File: src/rtl/c2p_ctrl_pkg.sv
// Shared constants for the c2p AXI4-Lite control block: register offsets,
// STATUS bit positions, response codes and the stream state enum.
package c2p_ctrl_pkg;
  localparam int REG_MAP    = 'h0;
  localparam int REG_CTRL   = 'h4;
  localparam int REG_STATUS = 'h8;
  localparam int REG_CLEAR  = 'hC;

  localparam int ST_BUSY = 8;
  localparam int ST_FULL = 9;
  localparam int ST_OVF  = 16;
  localparam int ST_REJ  = 17;
  localparam int ST_DONE = 18;

  localparam logic [1:0] RESP_OKAY   = 2'b00;
  localparam logic [1:0] RESP_SLVERR = 2'b10;

  typedef enum logic {IDLE = 1'b0, STREAM = 1'b1} state_t;
endpackage

File: src/rtl/c2p_axil_ctrl_if.sv
// AXI4-Lite bus bundle between the interconnect (master) and c2p_axil_ctrl (slave).
interface c2p_axil_ctrl_if #(
  parameter int DATA_W = 32,
  parameter int ADDR_W = 4
);
  logic [ADDR_W-1:0]   s_awaddr;
  logic                s_awvalid, s_awready;
  logic [DATA_W-1:0]   s_wdata;
  logic [DATA_W/8-1:0] s_wstrb;
  logic                s_wvalid, s_wready;
  logic [1:0]          s_bresp;
  logic                s_bvalid, s_bready;
  logic [ADDR_W-1:0]   s_araddr;
  logic                s_arvalid, s_arready;
  logic [DATA_W-1:0]   s_rdata;
  logic [1:0]          s_rresp;
  logic                s_rvalid, s_rready;

  modport slave (
    input  s_awaddr, s_awvalid, s_wdata, s_wstrb, s_wvalid, s_bready,
           s_araddr, s_arvalid, s_rready,
    output s_awready, s_wready, s_bresp, s_bvalid, s_arready, s_rdata,
           s_rresp, s_rvalid
  );
  modport master (
    output s_awaddr, s_awvalid, s_wdata, s_wstrb, s_wvalid, s_bready,
           s_araddr, s_arvalid, s_rready,
    input  s_awready, s_wready, s_bresp, s_bvalid, s_arready, s_rdata,
           s_rresp, s_rvalid
  );
endinterface

File: src/rtl/c2p_ctrl_fifo.sv
// Synchronous map-word FIFO; pointers carry a wrap bit so full/empty need no extra state.
module c2p_ctrl_fifo #(
  parameter int  DATA_W     = 32,
  parameter int  FIFO_DEPTH = 16,
  localparam int PW         = $clog2(FIFO_DEPTH) + 1
) (
  input  logic              clk,
  input  logic              rst,
  input  logic              i_push,
  input  logic [DATA_W-1:0] i_data,
  input  logic              i_pop,
  output logic [DATA_W-1:0] o_data,
  output logic [PW-1:0]     o_count,
  output logic              o_full,
  output logic              o_empty
);
  logic [DATA_W-1:0] r_mem [FIFO_DEPTH];
  logic [PW-1:0]     r_wptr, r_rptr;
  logic              w_push_ok, w_pop_ok;

  assign w_push_ok = i_push & ~o_full;
  assign w_pop_ok  = i_pop & ~o_empty;
  assign o_count   = r_wptr - r_rptr;
  assign o_empty   = (r_wptr == r_rptr);
  assign o_full    = (r_wptr[PW-1] != r_rptr[PW-1]) && (r_wptr[PW-2:0] == r_rptr[PW-2:0]);
  assign o_data    = r_mem[r_rptr[PW-2:0]];

  always_ff @(posedge clk or posedge rst) begin
    if (rst) begin
      r_wptr <= '0;
      r_rptr <= '0;
    end else begin
      if (w_push_ok) r_wptr <= r_wptr + PW'(1);
      if (w_pop_ok)  r_rptr <= r_rptr + PW'(1);
    end
  end

  always_ff @(posedge clk) begin
    if (w_push_ok) r_mem[r_wptr[PW-2:0]] <= i_data;
  end
endmodule

File: src/rtl/c2p_axil_ctrl.sv
// AXI4-Lite register block that batches map words and streams them into the c2p core.
// Optional C2P_CTRL_IRQ_EN adds a sticky done flag (STATUS[18], CLEAR bit1) driving irq.
module c2p_axil_ctrl
  import c2p_ctrl_pkg::*;
#(
  parameter int DATA_W     = 32,
  parameter int ADDR_W     = 4,
  parameter int FIFO_DEPTH = 16
) (
  input  logic              sys_clock,
  input  logic              reset,
  c2p_axil_ctrl_if.slave    s_axil,
  output logic [DATA_W-1:0] m_data,
  output logic              m_valid,
  output logic              m_last,
  input  logic              m_ready
`ifdef C2P_CTRL_IRQ_EN
  , output logic            irq
`endif
);
  localparam int CW = $clog2(FIFO_DEPTH) + 1;

  state_t            r_state;
  logic              r_live, r_aw_full, r_w_full, r_wstrb0, r_bvalid, r_rvalid;
  logic              r_ovf, r_rej;
  logic [ADDR_W-1:0] r_awaddr;
  logic [DATA_W-1:0] r_wdata, r_rdata, w_status, w_head;
  logic [1:0]        r_bresp, w_resp;
  logic [CW-1:0]     r_rem, w_count;
  logic              w_exec, w_push, w_start, w_set_ovf, w_set_rej, w_clr_err;
  logic              w_full, w_empty, w_hs, w_unused;
`ifdef C2P_CTRL_IRQ_EN
  logic              r_done, w_clr_done;
  assign irq = r_done;
`endif

  // r_live holds the readies low through reset so every output idles at 0
  assign s_axil.s_awready = r_live & ~r_aw_full & ~r_bvalid;
  assign s_axil.s_wready  = r_live & ~r_w_full & ~r_bvalid;
  assign s_axil.s_bvalid  = r_bvalid;
  assign s_axil.s_bresp   = r_bresp;
  assign s_axil.s_arready = r_live & ~r_rvalid;
  assign s_axil.s_rvalid  = r_rvalid;
  assign s_axil.s_rdata   = r_rdata;
  assign s_axil.s_rresp   = RESP_OKAY;

  assign m_valid  = (r_state == STREAM);
  assign m_data   = m_valid ? w_head : '0;
  assign m_last   = m_valid & (r_rem == CW'(1));
  assign w_hs     = m_valid & m_ready;
  assign w_exec   = r_aw_full & r_w_full & ~r_bvalid;
  assign w_unused = ^{s_axil.s_wstrb[DATA_W/8-1:1], w_empty};

  c2p_ctrl_fifo #(.DATA_W(DATA_W), .FIFO_DEPTH(FIFO_DEPTH)) u_fifo (
    .clk(sys_clock), .rst(reset), .i_push(w_push), .i_data(r_wdata), .i_pop(w_hs),
    .o_data(w_head), .o_count(w_count), .o_full(w_full), .o_empty(w_empty)
  );

  always_comb begin
    w_push = 1'b0; w_start = 1'b0; w_set_ovf = 1'b0; w_set_rej = 1'b0;
    w_clr_err = 1'b0; w_resp = RESP_OKAY;
`ifdef C2P_CTRL_IRQ_EN
    w_clr_done = 1'b0;
`endif
    if (w_exec) begin
      case (r_awaddr)
        ADDR_W'(REG_MAP): begin
          if (w_full || m_valid) begin
            w_resp    = RESP_SLVERR;
            w_set_ovf = w_full;
            w_set_rej = m_valid;
          end else begin
            w_push = 1'b1;
          end
        end
        ADDR_W'(REG_CTRL):  w_start = r_wstrb0 & r_wdata[0] & ~m_valid & (w_count != '0);
        ADDR_W'(REG_CLEAR): begin
          w_clr_err = r_wstrb0 & r_wdata[0];
`ifdef C2P_CTRL_IRQ_EN
          w_clr_done = r_wstrb0 & r_wdata[1];
`endif
        end
        default: w_resp = RESP_SLVERR;
      endcase
    end
  end

  always_comb begin
    w_status              = '0;
    w_status[CW-1:0]      = w_count;
    w_status[ST_BUSY]     = m_valid;
    w_status[ST_FULL]     = w_full;
    w_status[ST_OVF]      = r_ovf;
    w_status[ST_REJ]      = r_rej;
`ifdef C2P_CTRL_IRQ_EN
    w_status[ST_DONE]     = r_done;
`endif
  end

  always_ff @(posedge sys_clock or posedge reset) begin
    if (reset) begin
      r_state <= IDLE;    r_live  <= 1'b0; r_rem    <= '0;
      r_aw_full <= 1'b0;  r_awaddr <= '0;
      r_w_full  <= 1'b0;  r_wdata  <= '0;  r_wstrb0 <= 1'b0;
      r_bvalid  <= 1'b0;  r_bresp  <= RESP_OKAY;
      r_rvalid  <= 1'b0;  r_rdata  <= '0;
      r_ovf     <= 1'b0;  r_rej    <= 1'b0;
`ifdef C2P_CTRL_IRQ_EN
      r_done    <= 1'b0;
`endif
    end else begin
      r_live <= 1'b1;
      if (s_axil.s_awvalid && s_axil.s_awready) begin
        r_aw_full <= 1'b1;
        r_awaddr  <= s_axil.s_awaddr;
      end
      if (s_axil.s_wvalid && s_axil.s_wready) begin
        r_w_full <= 1'b1;
        r_wdata  <= s_axil.s_wdata;
        r_wstrb0 <= s_axil.s_wstrb[0];
      end
      if (w_exec) begin
        r_aw_full <= 1'b0;
        r_w_full  <= 1'b0;
        r_bvalid  <= 1'b1;
        r_bresp   <= w_resp;
      end else if (r_bvalid && s_axil.s_bready) begin
        r_bvalid <= 1'b0;
      end

      if (s_axil.s_arvalid && s_axil.s_arready) begin
        r_rvalid <= 1'b1;
        r_rdata  <= (s_axil.s_araddr == ADDR_W'(REG_STATUS)) ? w_status : '0;
      end else if (r_rvalid && s_axil.s_rready) begin
        r_rvalid <= 1'b0;
      end

      case (r_state)
        IDLE: if (w_start) begin
          r_state <= STREAM;
          r_rem   <= w_count;
        end
        STREAM: if (w_hs) begin
          r_rem <= r_rem - CW'(1);
          if (r_rem == CW'(1)) r_state <= IDLE;
        end
        default: r_state <= IDLE;
      endcase

      // sets are OR'd after the clear mask so a coincident set wins
      r_ovf <= (r_ovf & ~w_clr_err) | w_set_ovf;
      r_rej <= (r_rej & ~w_clr_err) | w_set_rej;
`ifdef C2P_CTRL_IRQ_EN
      r_done <= (r_done & ~w_clr_done) | (w_hs & m_last);
`endif
    end
  end
endmodule

File: src/flat_wrapper.sv
// flat-port wrapper written by rule: the top's interface ports become plain ports
module c2p_axil_ctrl_flat import c2p_ctrl_pkg::*;
#(
  parameter int DATA_W     = 32,
  parameter int ADDR_W     = 4,
  parameter int FIFO_DEPTH = 16
)
  (sys_clock, reset, m_data, m_valid, m_last, m_ready, s_axil_s_awaddr, s_axil_s_awvalid, s_axil_s_wdata, s_axil_s_wstrb, s_axil_s_wvalid, s_axil_s_bready, s_axil_s_araddr, s_axil_s_arvalid, s_axil_s_rready, s_axil_s_awready, s_axil_s_wready, s_axil_s_bresp, s_axil_s_bvalid, s_axil_s_arready, s_axil_s_rdata, s_axil_s_rresp, s_axil_s_rvalid);
  c2p_axil_ctrl_if #(.DATA_W(DATA_W), .ADDR_W(ADDR_W)) s_axil_i ();
  input  logic sys_clock;
  input  logic reset;
  output logic [DATA_W-1:0] m_data;
  output logic m_valid;
  output logic m_last;
  input  logic m_ready;
  input wire logic [$bits(s_axil_i.s_awaddr)-1:0] s_axil_s_awaddr;
  input wire logic [$bits(s_axil_i.s_awvalid)-1:0] s_axil_s_awvalid;
  input wire logic [$bits(s_axil_i.s_wdata)-1:0] s_axil_s_wdata;
  input wire logic [$bits(s_axil_i.s_wstrb)-1:0] s_axil_s_wstrb;
  input wire logic [$bits(s_axil_i.s_wvalid)-1:0] s_axil_s_wvalid;
  input wire logic [$bits(s_axil_i.s_bready)-1:0] s_axil_s_bready;
  input wire logic [$bits(s_axil_i.s_araddr)-1:0] s_axil_s_araddr;
  input wire logic [$bits(s_axil_i.s_arvalid)-1:0] s_axil_s_arvalid;
  input wire logic [$bits(s_axil_i.s_rready)-1:0] s_axil_s_rready;
  output wire logic [$bits(s_axil_i.s_awready)-1:0] s_axil_s_awready;
  output wire logic [$bits(s_axil_i.s_wready)-1:0] s_axil_s_wready;
  output wire logic [$bits(s_axil_i.s_bresp)-1:0] s_axil_s_bresp;
  output wire logic [$bits(s_axil_i.s_bvalid)-1:0] s_axil_s_bvalid;
  output wire logic [$bits(s_axil_i.s_arready)-1:0] s_axil_s_arready;
  output wire logic [$bits(s_axil_i.s_rdata)-1:0] s_axil_s_rdata;
  output wire logic [$bits(s_axil_i.s_rresp)-1:0] s_axil_s_rresp;
  output wire logic [$bits(s_axil_i.s_rvalid)-1:0] s_axil_s_rvalid;
  assign s_axil_i.s_awaddr = s_axil_s_awaddr;
  assign s_axil_i.s_awvalid = s_axil_s_awvalid;
  assign s_axil_i.s_wdata = s_axil_s_wdata;
  assign s_axil_i.s_wstrb = s_axil_s_wstrb;
  assign s_axil_i.s_wvalid = s_axil_s_wvalid;
  assign s_axil_i.s_bready = s_axil_s_bready;
  assign s_axil_i.s_araddr = s_axil_s_araddr;
  assign s_axil_i.s_arvalid = s_axil_s_arvalid;
  assign s_axil_i.s_rready = s_axil_s_rready;
  assign s_axil_s_awready = s_axil_i.s_awready;
  assign s_axil_s_wready = s_axil_i.s_wready;
  assign s_axil_s_bresp = s_axil_i.s_bresp;
  assign s_axil_s_bvalid = s_axil_i.s_bvalid;
  assign s_axil_s_arready = s_axil_i.s_arready;
  assign s_axil_s_rdata = s_axil_i.s_rdata;
  assign s_axil_s_rresp = s_axil_i.s_rresp;
  assign s_axil_s_rvalid = s_axil_i.s_rvalid;
  c2p_axil_ctrl #(.DATA_W(DATA_W), .ADDR_W(ADDR_W), .FIFO_DEPTH(FIFO_DEPTH)) u_core (.sys_clock(sys_clock), .reset(reset), .s_axil(s_axil_i), .m_data(m_data), .m_valid(m_valid), .m_last(m_last), .m_ready(m_ready));
endmodule
File: config.mk
export PLATFORM = sky130hd
export DESIGN_NAME = c2p_axil_ctrl_flat
export DESIGN_NICKNAME = d
export VERILOG_FILES = /design/src/rtl/c2p_ctrl_pkg.sv /design/src/rtl/c2p_axil_ctrl_if.sv /design/src/rtl/c2p_ctrl_fifo.sv /design/src/rtl/c2p_axil_ctrl.sv /design/src/flat_wrapper.sv
export SDC_FILE = /design/constraint.sdc
export NUM_CORES = 1
export LEC_CHECK = 0
export CAP_MARGIN = 25
export CORE_MARGIN = 4
export CORE_UTILIZATION = 50
export DETAILED_ROUTE_END_ITERATION = 6
export GPL_TIMING_DRIVEN = 0
export PLACE_DENSITY = 0.69
export SLEW_MARGIN = 10
export SYNTH_ARGS = -nofsm -noshare
export SYNTH_HDL_FRONTEND = slang
export SYNTH_HIERARCHICAL = 1
export SYNTH_SLANG_ARGS = --single-unit
File: constraint.sdc
create_clock -name sys_clock -period 5.95 [get_ports sys_clock]
set_clock_uncertainty 0.1 [all_clocks]
set_input_delay 0.8925 -clock sys_clock [delete_from_list [all_inputs] [get_ports sys_clock]]
set_output_delay 0.8925 -clock sys_clock [all_outputs]
set_load 0.02 [all_outputs]
==> impl_metrics.csv <==
group,metric,value,unit
status,outcome,"completed",
setup_path,cp.required,4960,ps
routing,postRouteWirelength,49300,µm
routing,vias,11400,
floorplan,dieArea,49200,µm²
synthesis,synthCells,1118,
floorplan,start_util,50.5,%
floorplan,io_pins,127,
pwr,ir_drop,0.313,mV
global_route,grt_max_degree,37,
clock_network,h-tree-depth,2,
clock_network,tritoncts,"yes",
routing,drt_first_pass_iters,5,
min_path,min_from,"u_core/s_axil.s_bresp[1]$_DFFE_PP0P_",
setup_path,critPathKind,"reg -> out",
clock_network,cts.sink_count,582,
finish,num_antenna_cells,0,
timing,fin_crit,4510,ps
setup_path,crit_path_end_kind,"output pin",
timing,drv_slew,0,
clock_network,cts_resized,0,
pwr,leakage,9.15,nW
setup_path,cp.buffers_inverters,5,
synthesis,syn_avg_cell_area,20.5,µm²
timing,setup_violations,0,
placement,placedCellCount,1870,
timing,worst_hold_slack,397,ps
timing,worstMarginPinSlew,1020,ps
routing,via_per_inst,5.77,
floorplan,num_rows,78,
job,cap_violations,0,
timing,min_period_over_period,75.8,%
timing,setup_slack,1440,ps
finish,ff_latch_area,17100,µm²
clock_network,clk_latency,600,ps
clock_network,clock-root-buffer,"clkbuf_16",
pwr,cellPowerDensity,481,nW/µm²
finish,finalNetCount,1392,
setup_path,crit_path_start_kind,"flip-flop",
clock_network,clkTransAtPathRegs,60,ps
min_path,holdPathStages,2,
setup_path,timing.rr.start,"u_core/u_fifo/r_rptr[1]$_DFFE_PP0P_",
finish,fillers,3230,
setup_path,slowest_stage,"clkdlybuf4s50_1",
timing,slew_headroom,32.1,%
min_path,hold_end,"u_core/s_axil.s_bresp[1]$_DFFE_PP0P_",
global_route,antenna_found_initial,0,
setup_path,path_cells,"buf_2 -> buf_4 -> inv_1 -> nand2_1 -> clkbuf_1 -> o22ai_1 -> nor2_1 -> and2_1 -> clkdlybuf4s50_1",
routing,drc_errors,0,
floorplan,core,45300,µm²
clock_network,cts_hold_buf,0,
global_route,track_usage,19.9,%
placement,dp_hpwl,31600,µm
timing,timing.final.hold_violations,0,
global_route,grt_pass1_vias,11600,
finish,drive_gt1_share,24.4,%
timing,tns,0,ps
setup_path,critical_path.top_delay_family,"buffers and inverters",
setup_path,worstPathMaxFanout,10,
placement,port_buffers,97,
setup_path,reg2regPathDepth,17,
finish,multi_input_area,5270,µm²
setup_path,arrival,3520,ps
clock_network,post_cts_buffers,0,
routing,avgRoutedWirePerCell,25.0,µm
routing,drt_iter0_markers,1172,
timing,rsz0062_at_grt,"false",
setup_path,timing.rr.end,"u_core/u_fifo/r_mem[0][12]$_DFFE_PP_",
synthesis,synth_area,22900,µm²
placement,preCtsSetupSlack,1550,ps
timing,fmax,222,MHz
finish,final_util,59.8,%
setup_path,r2r_setup_slack,1530,ps
routing,final_antenna_net_count,0,
synthesis,yosys_warnings,6,
setup_path,cpPeakStageDelay,610,ps
finish,syn2layout_area_growth,18.5,%
placement,gp_congestion,0.766,
clock_network,numCtsBuffers,56,
floorplan,die_y,222,µm
floorplan,dieWidth,222,µm
global_route,grt_pass1_wl,73800,µm
clock_network,clk_path_buf_depth,3,
min_path,hp-class,"reg -> reg",
global_route,overflow,0,
finish,final_cells,1975,
==> worst max path at each step <==
stage,startpoint,to,slack [ps],depth (start not counted)
2_1_floorplan,u_core/u_fifo/r_rptr[1]$_DFFE_PP0P_,u_core/u_fifo/r_mem[3][0]$_DFFE_PP_,950,14
3_3_place_gp,u_core/u_fifo/r_rptr[1]$_DFFE_PP0P_,u_core/u_fifo/r_mem[0][18]$_DFFE_PP_,-2290,14
3_5_place_dp,u_core/u_fifo/r_rptr[1]$_DFFE_PP0P_,u_core/u_fifo/r_mem[0][16]$_DFFE_PP_,1550,17
4_1_cts,u_core/u_fifo/r_rptr[2]$_DFFE_PP0P_,m_data[30],1430,9
5_1_grt,u_core/u_fifo/r_rptr[1]$_DFFE_PP0P_,u_core/u_fifo/r_mem[0][12]$_DFFE_PP_,1250,17
6_report,u_core/u_fifo/r_rptr[2]$_DFFE_PP0P_,m_data[30],1440,9
==> stage by stage <==
stage | area, µm² | power, mW
6_report | 27100 | 13.0
5_1_grt | 27100 | 13.6
4_1_cts | 27100 | 13.1
3_5_place_dp | 25200 | 9.58
3_3_place_gp | 24700 | 9.48
2_1_floorplan | 23000 | 8.09
==> registers in the layout (all words and copies together) (netlist names) <==
signal	cells
u_core/s_axil.s_rvalid	1
u_core/r_w_full	1
u_core/s_axil.s_bvalid	1
u_core/u_fifo/r_rptr	5
u_core/s_axil.s_rdata	9
u_core/r_awaddr	4
u_core/r_ovf	1
u_core/m_valid	1
u_core/u_fifo/r_mem	512
u_core/r_wstrb0	1
u_core/u_fifo/r_wptr	5
u_core/r_rem	5
u_core/r_wdata	32
u_core/s_axil.s_bresp	1
u_core/r_aw_full	1
u_core/r_live	1
u_core/r_rej	1
==> where the power goes <==
part           total, mW  switching (mW)  leakage, nW  internal [mW]
sequential          5.73           0.555         5.47           5.17
combinational       3.73            1.95         2.76           1.78
clock               3.56            1.48        0.923           2.08
==> worst register-to-register path: stages (launching register included) <==
cell and delay [ps]:
dfrtp_1 390, buf_6 130, buf_12 160, buf_6 180
buf_2 360, inv_1 180, ha_1 340, nand4_1 130
nor2_1 80, nor3_1 270, and2_1 170, o21a_1 100
buf_2 190, nand2_1 250, nor3_2 460, buf_4 270
buf_6 150, buf_4 200
==> area by class of cell <==
cell class | instances | area share [%]
sequential | 582 | 63.2
multi-input combinational | 460 | 19.5
clock buffer | 73 | 5.67
timing repair buffer | 127 | 5.17
tap | 600 | 2.77
buffer | 84 | 2.20
clock inverter | 32 | 1.25
inverter | 17 | 0.245
==> routing by layer <==
metal	part of all wire (%)	track usage, %	vias up
li1	-	-	4938
met2	50	32.5	427
met3	6.4	3.26	77
met5	0	0	-
met1	42	28.4	5957
met4	2.4	5.92	0
==> cells in the final DEF, fill, tap and decap left out, types with 5 or more instances in the layout <==
master	instances
clkinv_1	8
buf_6	10
clkdlybuf4s50_1	97
mux2_2	37
inv_1	15
buf_12	16
o21ai_0	8
o22ai_1	64
edfxtp_1	512
clkbuf_8	7
nand2_1	23
conb_1	27
clkbuf_1	30
mux4_1	28
dfrtp_1	70
and2_1	35
a21oi_1	6
bufinv_16	6
buf_2	17
clkbuf_16	56
mux4_2	100
a22o_1	10
clkinv_2	12
nand2b_1	5
xnor2_1	9
nor2_1	39
buf_4	43
nor2_4	11
ha_1	11
nand4_1	5
(Power assumes the default switching activity.)
